<file path="src/rtl/fd_buffer.sv">
// -----------------------------------------------------------------------------
// fd_buffer -- fetch/decode pipeline buffer that assembles one-word and
// two-word (opcode + immediate) instructions.
//
// An opcode whose top bit is set is followed by an immediate word. The opcode
// and its PC are held until the immediate arrives. The pair is then presented
// to decode in a single cycle. All outputs are registered, with one cycle of
// latency.
//
// Per-cycle priority:
//   reset (active-low) > enable=0 (freeze) > flush > stall > normal operation
//
// Handshake: there is no backpressure. The word on instr_in is consumed on a
// rising edge when all of the following hold:
//   - instr_valid_in=1
//   - enable=1
//   - flush=0
//   - stall=0
// Decode treats valid_out=1 as one complete instruction for that cycle. When
// valid_out=0, the cycle is a bubble.
//
// Parameters:
//   INSTR_W  instruction/immediate word width
//   PC_W     program counter width
//   NOP      instruction word driven on bubbles
//
// Ports:
//   clk            rising-edge clock
//   reset          synchronous, active-low reset
//   enable         stage enable; 0 freezes every register
//   flush          drop the stage contents (including a half-built pair)
//   stall          hold the stage contents and ignore instr_in
//   instr_in       fetched word (opcode or immediate)
//   instr_valid_in instr_in/pc_in are valid
//   pc_in          address of instr_in
//   instr_out      opcode presented to decode
//   imm_out        immediate paired with instr_out (0 when none)
//   pc_out         PC of the opcode word
//   valid_out      decode-side valid (0 = bubble)
//   imm_pending    FSM state view: 1 while waiting for an immediate
//   flush_count    saturating count of accepted flushes
// -----------------------------------------------------------------------------
module fd_buffer #(
  parameter int                 INSTR_W = 16,
  parameter int                 PC_W    = 32,
  parameter logic [INSTR_W-1:0] NOP     = 16'h0000
) (
  input  logic               clk,
  input  logic               reset,
  input  logic               enable,
  input  logic               flush,
  input  logic               stall,
  input  logic [INSTR_W-1:0] instr_in,
  input  logic               instr_valid_in,
  input  logic [PC_W-1:0]    pc_in,
  output logic [INSTR_W-1:0] instr_out,
  output logic [INSTR_W-1:0] imm_out,
  output logic [PC_W-1:0]    pc_out,
  output logic               valid_out,
  output logic               imm_pending,
  output logic [7:0]         flush_count
);

  typedef enum logic [0:0] {
    IDLE     = 1'b0,
    WAIT_IMM = 1'b1
  } state_t;

  state_t             state_q, state_d;
  logic [INSTR_W-1:0] hold_op_q, hold_op_d;
  logic [PC_W-1:0]    hold_pc_q, hold_pc_d;

  logic [INSTR_W-1:0] instr_d;
  logic [INSTR_W-1:0] imm_d;
  logic [PC_W-1:0]    pc_d;
  logic               valid_d;
  logic [7:0]         count_d;

  logic two_word;
  assign two_word = instr_in[INSTR_W-1];

  // Next-state and next-output logic. Every target defaults to its current
  // value, so a stall simply falls through and holds everything.
  always_comb begin
    state_d   = state_q;
    hold_op_d = hold_op_q;
    hold_pc_d = hold_pc_q;
    instr_d   = instr_out;
    imm_d     = imm_out;
    pc_d      = pc_out;
    valid_d   = valid_out;
    count_d   = flush_count;

    if (flush) begin
      // A flush abandons any half-built pair and discards this cycle's word.
      // A bubble keeps the last pc_out.
      instr_d   = NOP;
      imm_d     = '0;
      valid_d   = 1'b0;
      hold_op_d = '0;
      hold_pc_d = '0;
      state_d   = IDLE;
      if (flush_count != 8'hFF) begin
        count_d = flush_count + 8'd1;
      end
    end else if (!stall) begin
      if (!instr_valid_in) begin
        instr_d = NOP;
        imm_d   = '0;
        valid_d = 1'b0;
      end else begin
        unique case (state_q)
          IDLE: begin
            if (two_word) begin
              hold_op_d = instr_in;
              hold_pc_d = pc_in;
              instr_d   = NOP;
              imm_d     = '0;
              valid_d   = 1'b0;
              state_d   = WAIT_IMM;
            end else begin
              instr_d = instr_in;
              imm_d   = '0;
              pc_d    = pc_in;
              valid_d = 1'b1;
            end
          end
          WAIT_IMM: begin
            // Whatever arrives now is the immediate, regardless of its top bit.
            instr_d = hold_op_q;
            imm_d   = instr_in;
            pc_d    = hold_pc_q;
            valid_d = 1'b1;
            state_d = IDLE;
          end
          default: begin
            state_d = IDLE;
          end
        endcase
      end
    end
  end

  always_ff @(posedge clk) begin
    if (!reset) begin
      state_q     <= IDLE;
      hold_op_q   <= '0;
      hold_pc_q   <= '0;
      instr_out   <= NOP;
      imm_out     <= '0;
      pc_out      <= '0;
      valid_out   <= 1'b0;
      imm_pending <= 1'b0;
      flush_count <= 8'd0;
    end else if (enable) begin
      state_q     <= state_d;
      hold_op_q   <= hold_op_d;
      hold_pc_q   <= hold_pc_d;
      instr_out   <= instr_d;
      imm_out     <= imm_d;
      pc_out      <= pc_d;
      valid_out   <= valid_d;
      imm_pending <= (state_d == WAIT_IMM);
      flush_count <= count_d;
    end
  end

endmodule

</file>
<file path="config.mk">
export PLATFORM = sky130hd
export DESIGN_NAME = fd_buffer
export DESIGN_NICKNAME = d
export VERILOG_FILES = /design/src/rtl/fd_buffer.sv
export SDC_FILE = /design/constraint.sdc
export NUM_CORES = 1
export LEC_CHECK = 0
export ABC_AREA = 1
export CORE_MARGIN = 5
export CORE_UTILIZATION = 50
export CTS_CLUSTER_DIAMETER = 150
export CTS_CLUSTER_SIZE = 30
export DETAILED_ROUTE_END_ITERATION = 10
export PLACE_DENSITY_LB_ADDON = 0.2
export SLEW_MARGIN = 20
export SYNTH_ARGS = -nofsm -noshare
export SYNTH_HDL_FRONTEND = slang
export SYNTH_SLANG_ARGS = --single-unit
</file>
<file path="constraint.sdc">
create_clock -name clk -period 2.7 [get_ports clk]
set_input_delay 0.675 -clock clk [delete_from_list [all_inputs] [get_ports clk]]
set_output_delay 0.675 -clock clk [all_outputs]
set_load 0.005 [all_outputs]
</file>
==> results of run 1 <==
==> sequential cells by signal, summed over array words and instances, names as in the netlist <==
name,cells
hold_pc_q,32
pc_out,32
hold_op_q,16
imm_out,16
instr_out,16
flush_count,8
state_q,1
valid_out,1
==> cells in the final DEF, fill, tap and decap left out <==
cell                                n
sky130_fd_sc_hd__nand2_1          219
sky130_fd_sc_hd__clkdlybuf4s50_1  127
sky130_fd_sc_hd__dfxtp_1          122
sky130_fd_sc_hd__a21oi_1          119
sky130_fd_sc_hd__nand3_1          102
sky130_fd_sc_hd__o21ai_0           32
sky130_fd_sc_hd__nor2_1            31
sky130_fd_sc_hd__inv_1             23
sky130_fd_sc_hd__clkbuf_16         16
sky130_fd_sc_hd__or2_2             15
sky130_fd_sc_hd__buf_4             10
sky130_fd_sc_hd__clkbuf_8           7
sky130_fd_sc_hd__clkinv_2           4
sky130_fd_sc_hd__bufinv_16          3
sky130_fd_sc_hd__buf_12             3
sky130_fd_sc_hd__nand2_2            2
sky130_fd_sc_hd__nor2_4             2
sky130_fd_sc_hd__inv_2              2
sky130_fd_sc_hd__clkbuf_1           2
sky130_fd_sc_hd__inv_4              1
sky130_fd_sc_hd__nand2_4            1
sky130_fd_sc_hd__nor3_1             1
sky130_fd_sc_hd__nand3b_1           1
sky130_fd_sc_hd__clkinv_1           1
sky130_fd_sc_hd__nor2_2             1
sky130_fd_sc_hd__ha_1               1
==> power breakdown <==
group          total [mW]  switching, mW  internal (mW)
combinational       0.400          0.220          0.179
sequential           1.86         0.0193           1.84
clock                2.32          0.772           1.55
total                4.58           1.01           3.56
==> kinds of logic after synthesis <==
kind of cell | after synthesis
simple gates | 375
compound gates | 151
flops | 122
buf+inv | 82
fa+ha+maj | 1
==> worst paths after layout <==
| check | from | endpoint | slack, ns | cells past startpoint |
|---|---|---|---|---|
| setup reg to reg | state_q | hold_pc_q[5] | 0.66 | 8 |
| setup / recovery | state_q | imm_pending | 0.42 | 2 |
| hold reg to reg | hold_op_q[6] | hold_op_q[6] | 0.46 | 2 |
| hold / removal | hold_op_q[6] | hold_op_q[6] | 0.46 | 2 |
==> tightest hold or removal path: cells and delay by family (launching register included) <==
| family | cells | cell delay [ns] |
|---|---|---|
| simple gates | 1 | 0.06 |
| flops | 1 | 0.30 |
| compound gates | 1 | 0.05 |
==> synth_stat cells, drive strengths merged <==
master,n
inv,27
ha,1
dfxtp,122
buf,28
nor2,34
a21oi,119
or2,15
o21ai,32
nor3,1
nand3b,1
clkbuf,27
nand2,222
nand3,102
==> layout make-up <==
class	instances	area, um2	area share [%]
clock inverters	7	110	1.55
clock buffers	25	504	7.09
inverters	27	104	1.46
repair buffers	140	1410	19.8
multi-input cells	527	2380	33.4
flip-flops and latches	122	2440	34.3
well taps	136	170	2.39
==> stage by stage <==
step / worst slack, ns / total power [mW] / std cells
after CTS: 0.400 / 4.59 / 984
after floorplan: 1.07 / 2.08 / 731
after global placement: 0.441 / 2.28 / 952
final: 0.422 / 4.58 / 984
after global routing: 0.374 / 4.73 / 984
after detailed placement: 0.428 / 2.29 / 952
==> metal layers <==
layer / global-route usage [%] / wire length (um) / vias to the layer above / part of all wire [%]
li1: - / - / 2601 / -
met1: 31.2 / 6480 / 2519 / 43
met2: 39.4 / 7090 / 250 / 47
met3: 6.79 / 1210 / 27 / 8.0
met4: 8.68 / 271 / 0 / 1.8
met5: 0 / 0 / - / 0
==> results.txt, run 1 <==
The number of different library cells used by synthesis comes to 22. Of the total synthesized cell area, the portion taken by AND, OR, NAND and NOR gates is 30.8%. The worst vdd rail ir drop is 0.389 mV. The worst setup path is captured at an output pin.

The routability-driven placement congestion ratio is 0.809. In this design, the largest share of critical-path delay is due to buffers and inverters. After the last flow step, the layout net total stands at 890.

The synthesized design contains 122 register bits. The layout-stage area growth over the synthesis result is 37.0%, and the maximum number of buffers from clock root to sink is 2. Entering global routing, the biggest net connects 98 pins. The die covers 12,500 um2. The total number of clock tree sinks was 122. The number of nets in the synthesized netlist is 786, and the core outline area is 10,200 um2. The share of the synthesized netlist area taken by xor and xnor gates was 0%; the worst hold slack was 0.457 ns. Measured against the total synthesized area, the mux share comes to 0%. For the cell area reported after detailed placement, the log shows 6500 um2. After synthesis, the largest family of logic cells by area is simple AND/OR/NAND/NOR gates. For this run the aggregate overflow at the end of global routing stands at 0. For this design, the CTS-stage hold fixing added 0 buffers. The cell type contributing the most total cell area after synthesis was sky130_fd_sc_hd__dfxtp_1.

The total of buffers placed on input and output ports is 127, and the total via count after detailed routing is 5,397. The cell at the root of the clock tree was sky130_fd_sc_hd__clkbuf_8. The count of pins on the block boundary was 128. The logs give 1.60 ns for the arrival time reported for the critical path endpoint and 0 ns for the post-route setup TNS.

The die extent in x was 112 um; the number of antenna violations at the first check in global routing was 0. For the worst-skew pair, the clock arrives at the later sink with an insertion delay of 0.52 ns. The cell count after synthesis is 731.

The vertical extent of the die works out to 112 um. TritonCTS built the clock tree. In this run the post-CTS setup repair buffer count came out at 0. The leakage power came out at 2.66 nW.

STA classifies the critical path startpoint as a flip-flop. The number of max-slew violations in the final report was 0; the half-perimeter wire length of the detailed placement result was 9.31 mm. Each instance of the synthesized netlist takes up on average 7.10 um2. For the number of filler cells placed in the layout, the log shows 875. The type of the worst setup path is reg2out. The area share of the leading cell type in the synthesized netlist was 47.0%.

The warning count from the yosys run is 0. The critical path's largest stage delay came out at 0.53 ns. Based on the critical path, the design can be clocked at up to 0.439 GHz. The floorplan has 37 rows. The number of H-tree levels was 4. The tools report the global-route wire length before repair as 25.4 mm.

Total of max-cap violations: 0. The largest individual stage delay along the critical path comes from the cell sky130_fd_sc_hd__clkdlybuf4s50_1. After detailed routing, the total wire length is 15.1 mm.

For the pin with the worst max-slew slack, the measured transition is 0.699 ns. The tools report the number of hold-slack violations in the final timing report as 0. The critical path contains buffers and inverters numbering 2 combined. Cells fill 69.5% of the core in the end. The share of post-route cells with drive strength above 1 is 7.90%, and the average routed wire per standard cell is 15.3 um. The tools report the post-synthesis instance area as 5190 um2. Yosys attributes the largest share of cell area to sky130_fd_sc_hd__dfxtp_1, sky130_fd_sc_hd__nand2_1, sky130_fd_sc_hd__a21oi_1. The number of buffers added by the clock tree synthesis step is 17, and the total routing usage reported by global routing is 24.4%.

Using the TritonRoute via totals, the vias-per-cell ratio works out to 5.48. In this run, the number of DRC markers left after iteration 0 of detailed routing was 375. The post-detailed-route count of antenna-violating nets is 0, and the sequential element share of the synthesized area is 47.0%. Measured against its own limit, the worst slew margin works out to 53.3%.

Once the floorplan was initialized, standard cells occupied 50.7% of the core. The repair_antennas step left the layout with diodes totalling 0. The run finished with clean final reports. Setup repair after global routing left no endpoint under its margin.

Walking the worst path, the cells encountered are buf_4 > clkdlybuf4s50_1. The area of all placed cells without fillers is 7110 um2, and the minimum period implied by the final worst setup slack is 2.28 ns. Setup violations remaining at the end of the flow were counted as 0. Of the available clock period, the critical path in the final layout requires 84.4%. The synthesized netlist devotes 14.6% of its cell area to compound gates. The register clock-pin slew on the reported worst setup and hold paths works out to 0.06 ns. The worst clock skew was 0.00480 ns; the number of gates resized after CTS was 0. The path class of the tightest hold or removal check is reg2reg. After detailed routing, the number of remaining DRC violations is 0. Power density over cell area: 643 nW/um2. Summing the areas of all fa, ha and maj instances in the mapped netlist gives 0.241% of the synthesized area. For the number of global-route vias before repair, the log shows 5,186. The pre-antenna-repair detailed-routing pass consisted of 5 iterations. Worst endpoint required time: 2.03 ns. The critical-path maximum fanout works out to 16.
Power figures use the tool's default switching activity.
==> run 2: changes to the inputs <==
Settings changed: CORE_UTILIZATION 50 to 45.
Clock period 2.7 ns to 1.9 ns, I/O delays scaled along.
==> results.txt, run 2 (same netlist as run 1, synthesis figures left out) <==
The worst hold slack came out at 0.453 ns (-0.00362 ns). The register clock-pin slew on the reported worst setup and hold paths is 0.05 ns (about the same), and the setup slack of the critical path after layout is 0.0630 ns (-0.359 ns). Critical path's largest stage delay: 0.54 ns (about the same). Normalized max-slew margin: 67.7% (+14 points). The tools report the total of max-cap violations as 0 (unchanged). Setup repair after global routing left no endpoint under its margin.

The worst-case reg-to-reg path depth came out at 6 (-2). The final antenna diode count came out at 0 (unchanged). The die extent in x works out to 117 um (+4.9%). Share of post-route cells with drive strength above 1: 9.07% (+1.2 points). The run gives 26.1 mm (+2.6%) as the global-route wire length before repair. The capturing point of the worst reg2reg path is hold_pc_q[28].

For the routed wire length, the log shows 15.2 mm (+1.1%). For the setup violation total in the final timing report, the log shows 0 (unchanged). Number of iterations in the first detailed-routing pass: 5 (unchanged). The worst slack after detailed placement is -0.0124 ns (-0.441 ns), and the DRC violation count after routing is 0 (unchanged).

The area enclosed by the die boundary is 13,800 um2 (+10%), and the number of filler cells placed in the layout is 1,000 (+14%). The run finished with clean final reports. Traced cell by cell, the critical path runs through clkdlybuf4s50_1. For the number of buffers added by the clock tree synthesis step, the log shows 17 (unchanged). The tools report the number of H-tree levels as 4 (unchanged). For the number of hold-slack violations in the final timing report, the log shows 0 (unchanged). The critical-path maximum fanout was 8 (-8).

Total routing usage reported by global routing: 22.4% (-2.0 points). The run gives 0.783 (-3.2%) as the routability-driven placement congestion ratio. The hold-critical path depth is 2 (unchanged). The vertical extent of the die came out at 117 um (+4.9%). The library cell used most frequently in the layout, excluding fill and tap cells, is sky130_fd_sc_hd__nand2_1. The post-detailed-route count of antenna-violating nets was 0 (unchanged); the transition time at the pin with the least slew margin was 0.484 ns (-0.215 ns).

The DRC violation total after the first TritonRoute iteration came out at 502 (+34%). The run gives 6.63 mW (+45%) as the power consumption. The number of rows created at floorplan is 39 (+5.4%), and the number of max-slew violations in the final report is 0 (unchanged). The buffering stage count on the worst path with inverters included is 1 (-1), and the area of all placed cells without fillers is 7300 um2 (+2.6%).

The min-delay analysis places its worst path in the category reg2reg. TritonCTS built the clock tree. The launch point of the worst reg-to-reg path is state_q. Worst vdd rail ir drop: 0.570 mV (+46%). The post-CTS setup buffer count is 0 (unchanged). The number of antenna violations at the first check in global routing is 0 (unchanged).

The cell family with the largest share of critical-path delay is buffers and inverters. The leakage power is 2.74 nW (+3.1%). Derived from the worst setup path, the maximum achievable clock frequency is 0.544 GHz. The ratio of final minimum period to clock period works out to 96.7%. The critical path in this run is classified as reg2out.

The register-to-register path setup slack was 0.41 ns (-0.25 ns). For the overflow left after global routing, the log shows 0 (unchanged). The number of nets in the layout is 902 (+1.3%). For the arrival time reported for the critical path endpoint, the log shows 1.36 ns (-0.24 ns). Among all stages on the critical path, the largest delay is contributed by sky130_fd_sc_hd__clkdlybuf4s50_1. The total of buffers placed on input and output ports is 127 (unchanged). Category of the worst setup path launch point: a flip-flop. The half-perimeter wire length of the detailed placement result is 9.95 mm (+6.8%), and the average routed wire per standard cell is 15.2 um (-0.77%). The clock latency of the later-clocked register in the worst-skew pair is 0.41 ns (-0.11 ns), and the cell area reported after detailed placement is 6670 um2 (+2.7%).

The worst hold path terminates at hold_op_q[0]. The critical path endpoint category is an output pin. The ratio of routed vias to standard cells is 5.33 (-2.8%). In the layout the commonest cells are sky130_fd_sc_hd__nand2_1, sky130_fd_sc_hd__clkdlybuf4s50_1, sky130_fd_sc_hd__dfxtp_1, sky130_fd_sc_hd__a21oi_1, sky130_fd_sc_hd__nand3_1. Largest net degree at the start of global routing: 49 (-50%). Total number of clock tree sinks: 122 (unchanged). The worst path in the final design needs a cycle of 1.84 ns, including I/O delays and setup. The worst endpoint required time is 1.42 ns (-0.61 ns).

The core outline area is 11,400 um2 (+11%), and the worst clock skew is 0.00866 ns (+0.00385 ns). The hold path startpoint was hold_op_q[0]. The power density over cell area works out to 908 nW/um2 (+41%).

The layout-stage area growth over the synthesis result works out to 40.6%. In the final layout, the registers with the most flip-flops are hold_pc_q (32), pc_out (32). The run gives 5,421 (+4.5%) as the number of global-route vias before repair. The maximum number of buffers from clock root to sink is 2 (unchanged). The run gives 45.7% (-5.1 points) as the effective utilization at floorplan. The count of pins on the block boundary was 128 (unchanged); the total via count after detailed routing was 5,347 (-0.93%).

CTS placed an instance of sky130_fd_sc_hd__clkbuf_16 at the clock tree root.
## run 2: cell types whose count changed in the layout (fill, tap and decap cells not counted), sizes merged
cell and change:
buf +12, bufinv +1, clkbuf -1
## run 2: timing repair
action,in CTS,in global routing
setup endpoints to repair,1,0
hold endpoints to repair,0,0
resized for setup,2,0
hold buffers,0,0
## run 2: per-stage QoR
stage                     instances  utilization [%]  TNS, ns
after floorplan                 731                -        0
after global placement          971             58.7  -0.0218
after detailed placement        971             58.7  -0.0403
after CTS                      1003             64.2        0
after global routing           1003             64.2        0
final                          1003             64.2        0
## run 2: worst max-delay path by stage
stage / from / end / slack, ns / cells past startpoint
final: state_q / imm_pending / 0.06 / 1
after CTS: state_q / imm_pending / 0.04 / 1
after floorplan: reset / hold_op_q[10] / 0.47 / 5
after detailed placement: flush / hold_op_q[9] / -0.01 / 7
after global placement: flush / pc_out[0] / -0.02 / 7
after global routing: flush_count[3] / flush_count[3] / 0.02 / 1
## run 2: layout make-up
class	count	area [um2]	share of cell area [%]
Clock buffer	24	482	6.60
Clock inverter	8	140	1.92
Inverter	27	104	1.42
Multi-Input combinational cell	527	2380	32.6
Sequential cell	122	2450	33.5
Tap cell	143	179	2.45
Timing Repair Buffer	152	1570	21.5
## run 2: worst min-delay path: stages, from the launching register on
cell and delay [ns]:
sky130_fd_sc_hd__dfxtp_1 0.30, sky130_fd_sc_hd__nand2_1 0.06, sky130_fd_sc_hd__a21oi_1 0.05
## run 2: metal layers
layer	share of wire [%]	wire length (um)	GRT usage (%)	vias up
li1	-	-	-	2635
met1	44	6660	27.9	2486
met3	5.1	777	4.96	27
met4	1.8	278	8.70	0
met5	0	0	0	-
met2	49	7500	37.6	199
## run 2: power breakdown
group | total, mW | switching [mW] | internal, mW
registers | 2.64 | 0.0313 | 2.61
logic | 0.601 | 0.315 | 0.285
clock network | 3.39 | 1.10 | 2.29
==> run 3: changes to the inputs <==
Settings changed: ABC_AREA 1 to default, CORE_UTILIZATION 45 to 44.
==> results.txt, run 3 <==
Sorting the synthesized cells by how often they occur yields sky130_fd_sc_hd__dfxtp_1, sky130_fd_sc_hd__nand2_1, sky130_fd_sc_hd__nor2_1. The number of gates resized after CTS came out at 0 (-2). The primary flip-flop cell chosen by synthesis mapping is sky130_fd_sc_hd__dfxtp_1. The run gives 0.838 (+7.1%) as the routability-driven placement congestion ratio.

Most common cell in the netlist: sky130_fd_sc_hd__dfxtp_1. For the area of all placed cells without fillers, the log shows 7150 um2 (-2.1%). The total number of clock tree sinks is 122 (unchanged).

The worst register-to-register path begins at flush_count[0]. The largest net degree at the start of global routing is 73 (+49%). The ratio of final minimum period to clock period is 98.2% (+1.6 points), and the count of cell instances traversed by the critical path is 1 (unchanged). The highest clock frequency the design can meet was 0.536 GHz (-1.6%); the worst-case reg-to-reg path depth was 5 (-1). The critical-path maximum fanout works out to 7 (-1).

The normalized max-slew margin is 71.0% (+3.3 points), and the proportion of power drawn by combinational gates is 7.6% (-1.5 points). In this run the most critical hold path is launched from reset. The run gives 0.0335 ns (-0.0295 ns) as the setup slack of the critical path after layout. The proportion of synthesized flip-flops having asynchronous set or reset came out at 0% (unchanged). For the share of total power in sequential cells, the log shows 40.0% (about the same). The half-perimeter wire length of the detailed placement result is 8.74 mm (-12%). The logs give 13.3 mm (-13%) for the routed wire length and -0.191 ns (-0.178 ns) for the worst slack after detailed placement.

The run finished with clean final reports. The area of the multi-input gates was 2340 um2 (-1.4%). For the count of pins on the block boundary, the log shows 128 (unchanged). The cell internal power dissipation is 5.14 mW (-0.93%). The hold-critical path depth was 3 (+1). The total via count after detailed routing came out at 4,402 (-18%). The number of max-slew violations in the final report came out at 0 (unchanged). Buffering stage count on the worst path with inverters included: 1 (unchanged).

Cell family with the largest share of critical-path delay: buffers and inverters. The number of nets in the layout came out at 716 (-21%). The critical path's largest stage delay is 0.56 ns (+0.02 ns), and the maximum number of buffers from clock root to sink is 2 (unchanged). The final antenna diode count was 0 (unchanged); the effective utilization at floorplan was 44.5% (-1.2 points). The register clock-pin slew on the reported worst setup and hold paths is 0.05 ns (about the same), and the number of rows created at floorplan is 39 (unchanged).

In the final layout, the registers with the most flip-flops are hold_pc_q (32), pc_out (32). The worst clock skew is 0.00868 ns (+0.0000178 ns). The largest individual stage delay along the critical path comes from the cell sky130_fd_sc_hd__clkdlybuf4s50_1. The hold buffer count at CTS was 0 (unchanged).

The worst setup path is of the reg2out kind. The global-route wire length before repair is 21.6 mm (-17%). The top cell types in the final layout, fill and taps aside, are sky130_fd_sc_hd__clkdlybuf4s50_1, sky130_fd_sc_hd__dfxtp_1, sky130_fd_sc_hd__nand2_1, sky130_fd_sc_hd__nor2_1, sky130_fd_sc_hd__o22ai_1. For the total of max-cap violations, the log shows 0 (unchanged).

The DRC violation count after routing is 0 (unchanged). The warning count from the yosys run was 0 (unchanged). The per-instance average area after synthesis works out to 9.26 um2 (+30%).

The run gives 6510 um2 (-2.5%) as the cell area reported after detailed placement. For the clock power share, the log shows 52.3% (+1.2 points). The logs give 0 (unchanged) for the post-detailed-route count of antenna-violating nets and 4 (unchanged) for the number of H-tree levels. The minimum period implied by the final worst setup slack works out to 1.87 ns (+0.0295 ns).

The logs give 17 (unchanged) for the number of buffers added by the clock tree synthesis step and 2440 um2 (about the same) for the footprint of the flip-flops and latches. The number of iterations in the first detailed-routing pass was 6 (+1); the ratio of routed vias to standard cells was 5.39 (+1.1%). The largest total area in the synthesized netlist belongs to sky130_fd_sc_hd__dfxtp_1.

The number of global-route vias before repair was 4,437 (-18%). The layout-stage area growth over the synthesis result is 42.6%. Critical path endpoint category: an output pin.

The run gives 13,600 um2 (-1.1%) as the area enclosed by the die boundary. Traced cell by cell, the critical path runs through clkdlybuf4s50_1. Post-CTS setup buffer count: 0 (unchanged). The worst endpoint required time was 1.42 ns (about the same). The cell count after synthesis came out at 541 (-26%). The average routed wire per standard cell is 16.2 um (+6.9%). TritonCTS built the clock tree.

The transition time at the pin with the least slew margin works out to 0.434 ns (-0.0494 ns). The tree is rooted in a sky130_fd_sc_hd__clkbuf_16. The number of enable flip-flop cells after synthesis is 0 (unchanged), and the setup violation total in the final timing report is 0 (unchanged). The run gives 276 (-45%) as the DRC violation total after the first TritonRoute iteration. The logs give 0.503 mV (-12%) for the worst vdd rail ir drop and 19.8% (-2.6 points) for the total routing usage reported by global routing.

The total of buffers placed on input and output ports is 127 (unchanged), and the power density over cell area is 913 nW/um2 (+0.57%). Count of distinct cell types in the synthesized netlist: 34 (+55%). The logs give 1.39 ns (+0.03 ns) for the arrival time reported for the critical path endpoint and 934 (-6.6%) for the number of filler cells placed in the layout. The worst hold path belongs to the class in2reg. The logs give 1.39 mW (-3.7%) for the net switching power and 596 (-24%) for the number of nets in the synthesized netlist. The run gives 11,300 um2 (-0.86%) as the core outline area.

The category of the worst setup path launch point was a flip-flop. The leakage power came out at 2.44 nW (-11%). The die extent in x was 117 um (-0.57%); the overflow left after global routing was 0 (unchanged).

Share of post-route cells with drive strength above 1: 16.0% (+7.0 points). The register-to-register path setup slack was 0.39 ns (-0.02 ns); the number of antenna violations at the first check in global routing was 0 (unchanged). Ranked by total cell area, the synthesized netlist is headed by sky130_fd_sc_hd__dfxtp_1, sky130_fd_sc_hd__a211oi_2, sky130_fd_sc_hd__nand2_1. For the post-synthesis instance area, the log shows 5010 um2 (-3.4%). The area share of the leading cell type in the synthesized netlist was 48.7% (+1.7 points). The switching power as a share of total power is 21.3% (-0.48 points).

Leaving out fill and tap cells, the most frequent cell in the layout is sky130_fd_sc_hd__clkdlybuf4s50_1. The endpoint of the worst hold path is flush_count[5]. The flip-flop and latch count after synthesis came out at 122 (unchanged). Setup repair after global routing left no endpoint under its margin.

For the sequential element share of the synthesized area, the log shows 48.7% (+1.7 points). The capturing point of the worst reg2reg path is flush_count[0]. The clock latency of the later-clocked register in the worst-skew pair came out at 0.40 ns (about the same).

The vertical extent of the die came out at 117 um (-0.57%). The number of hold-slack violations in the final timing report was 0 (unchanged).
==> run 3: cell count changes in the layout (fill, tap and decap cells not counted), moves of 26 or more <==
cell and delta:
sky130_fd_sc_hd__nand2_1 -121, sky130_fd_sc_hd__mux2i_1 +32, sky130_fd_sc_hd__o21ai_0 -26, sky130_fd_sc_hd__a22oi_1 +32
sky130_fd_sc_hd__nand3_1 -99, sky130_fd_sc_hd__o22ai_1 +48, sky130_fd_sc_hd__a211oi_2 +32, sky130_fd_sc_hd__nor2_1 +37
sky130_fd_sc_hd__a21oi_1 -112
==> run 3: cells by family after synthesis <==
kind of cell,Yosys count,share of synthesized area [%]
simple gates,190,15.5
buf+inv,50,4.84
flops,122,48.7
fa+ha+maj,1,0.250
compound gates,130,20.8
xor+xnor,1,0.175
mux,47,9.76
==> run 3: worst max-delay path by stage <==
| stage | from | slack, ns | to |
|---|---|---|---|
| after floorplan | reset | 0.42 | hold_op_q[15] |
| after global placement | stall | -0.13 | pc_out[25] |
| after detailed placement | stall | -0.19 | pc_out[6] |
| after CTS | flush_count[2] | 0.02 | flush_count[2] |
| after global routing | flush_count[4] | 0.0002 | flush_count[4] |
| final | flush_count[3] | 0.03 | flush_count[3] |
==> run 3: cell type report <==
type / count / area share, %
well taps: 143 / 2.50
flip-flops and latches: 122 / 34.2
multi-input cells: 369 / 32.8
repair buffers: 149 / 21.5
clock buffers: 21 / 6.58
inverters: 2 / 0.105
clock inverters: 11 / 2.35
==> run 3: power by group through the flow <==
| stage | clock network [mW] | registers [mW] | logic (mW) |
|---|---|---|---|
| finish | 3.41 | 2.61 | 0.499 |
| CTS | 3.47 | 2.61 | 0.501 |
| global placement | 0 | 2.67 | 0.487 |
| detailed placement | 0 | 2.67 | 0.498 |
| floorplan | 0 | 2.67 | 0.235 |
| global route | 3.59 | 2.62 | 0.542 |
==> run 3: stage by stage <==
stage | power (mW) | TNS [ns] | cells | hold slack, ns | util [%]
3_5_place_dp | 3.17 | -6.96 | 785 | 0.459 | 57.7
6_report | 6.53 | 0 | 817 | 0.444 | 63.4
4_1_cts | 6.58 | 0 | 817 | 0.432 | 63.4
2_1_floorplan | 2.90 | 0 | 541 | 0.435 | -
3_3_place_gp | 3.15 | -4.07 | 785 | 0.447 | 57.7
5_1_grt | 6.75 | 0 | 817 | 0.453 | 63.4
==> run 3: layer usage <==
layer | share of wire (%) | GRT usage (%)
met5 | 0 | 0
met4 | 0.51 | 6.57
met3 | 4.8 | 4.25
met2 | 49 | 32.3
met1 | 46 | 26.1
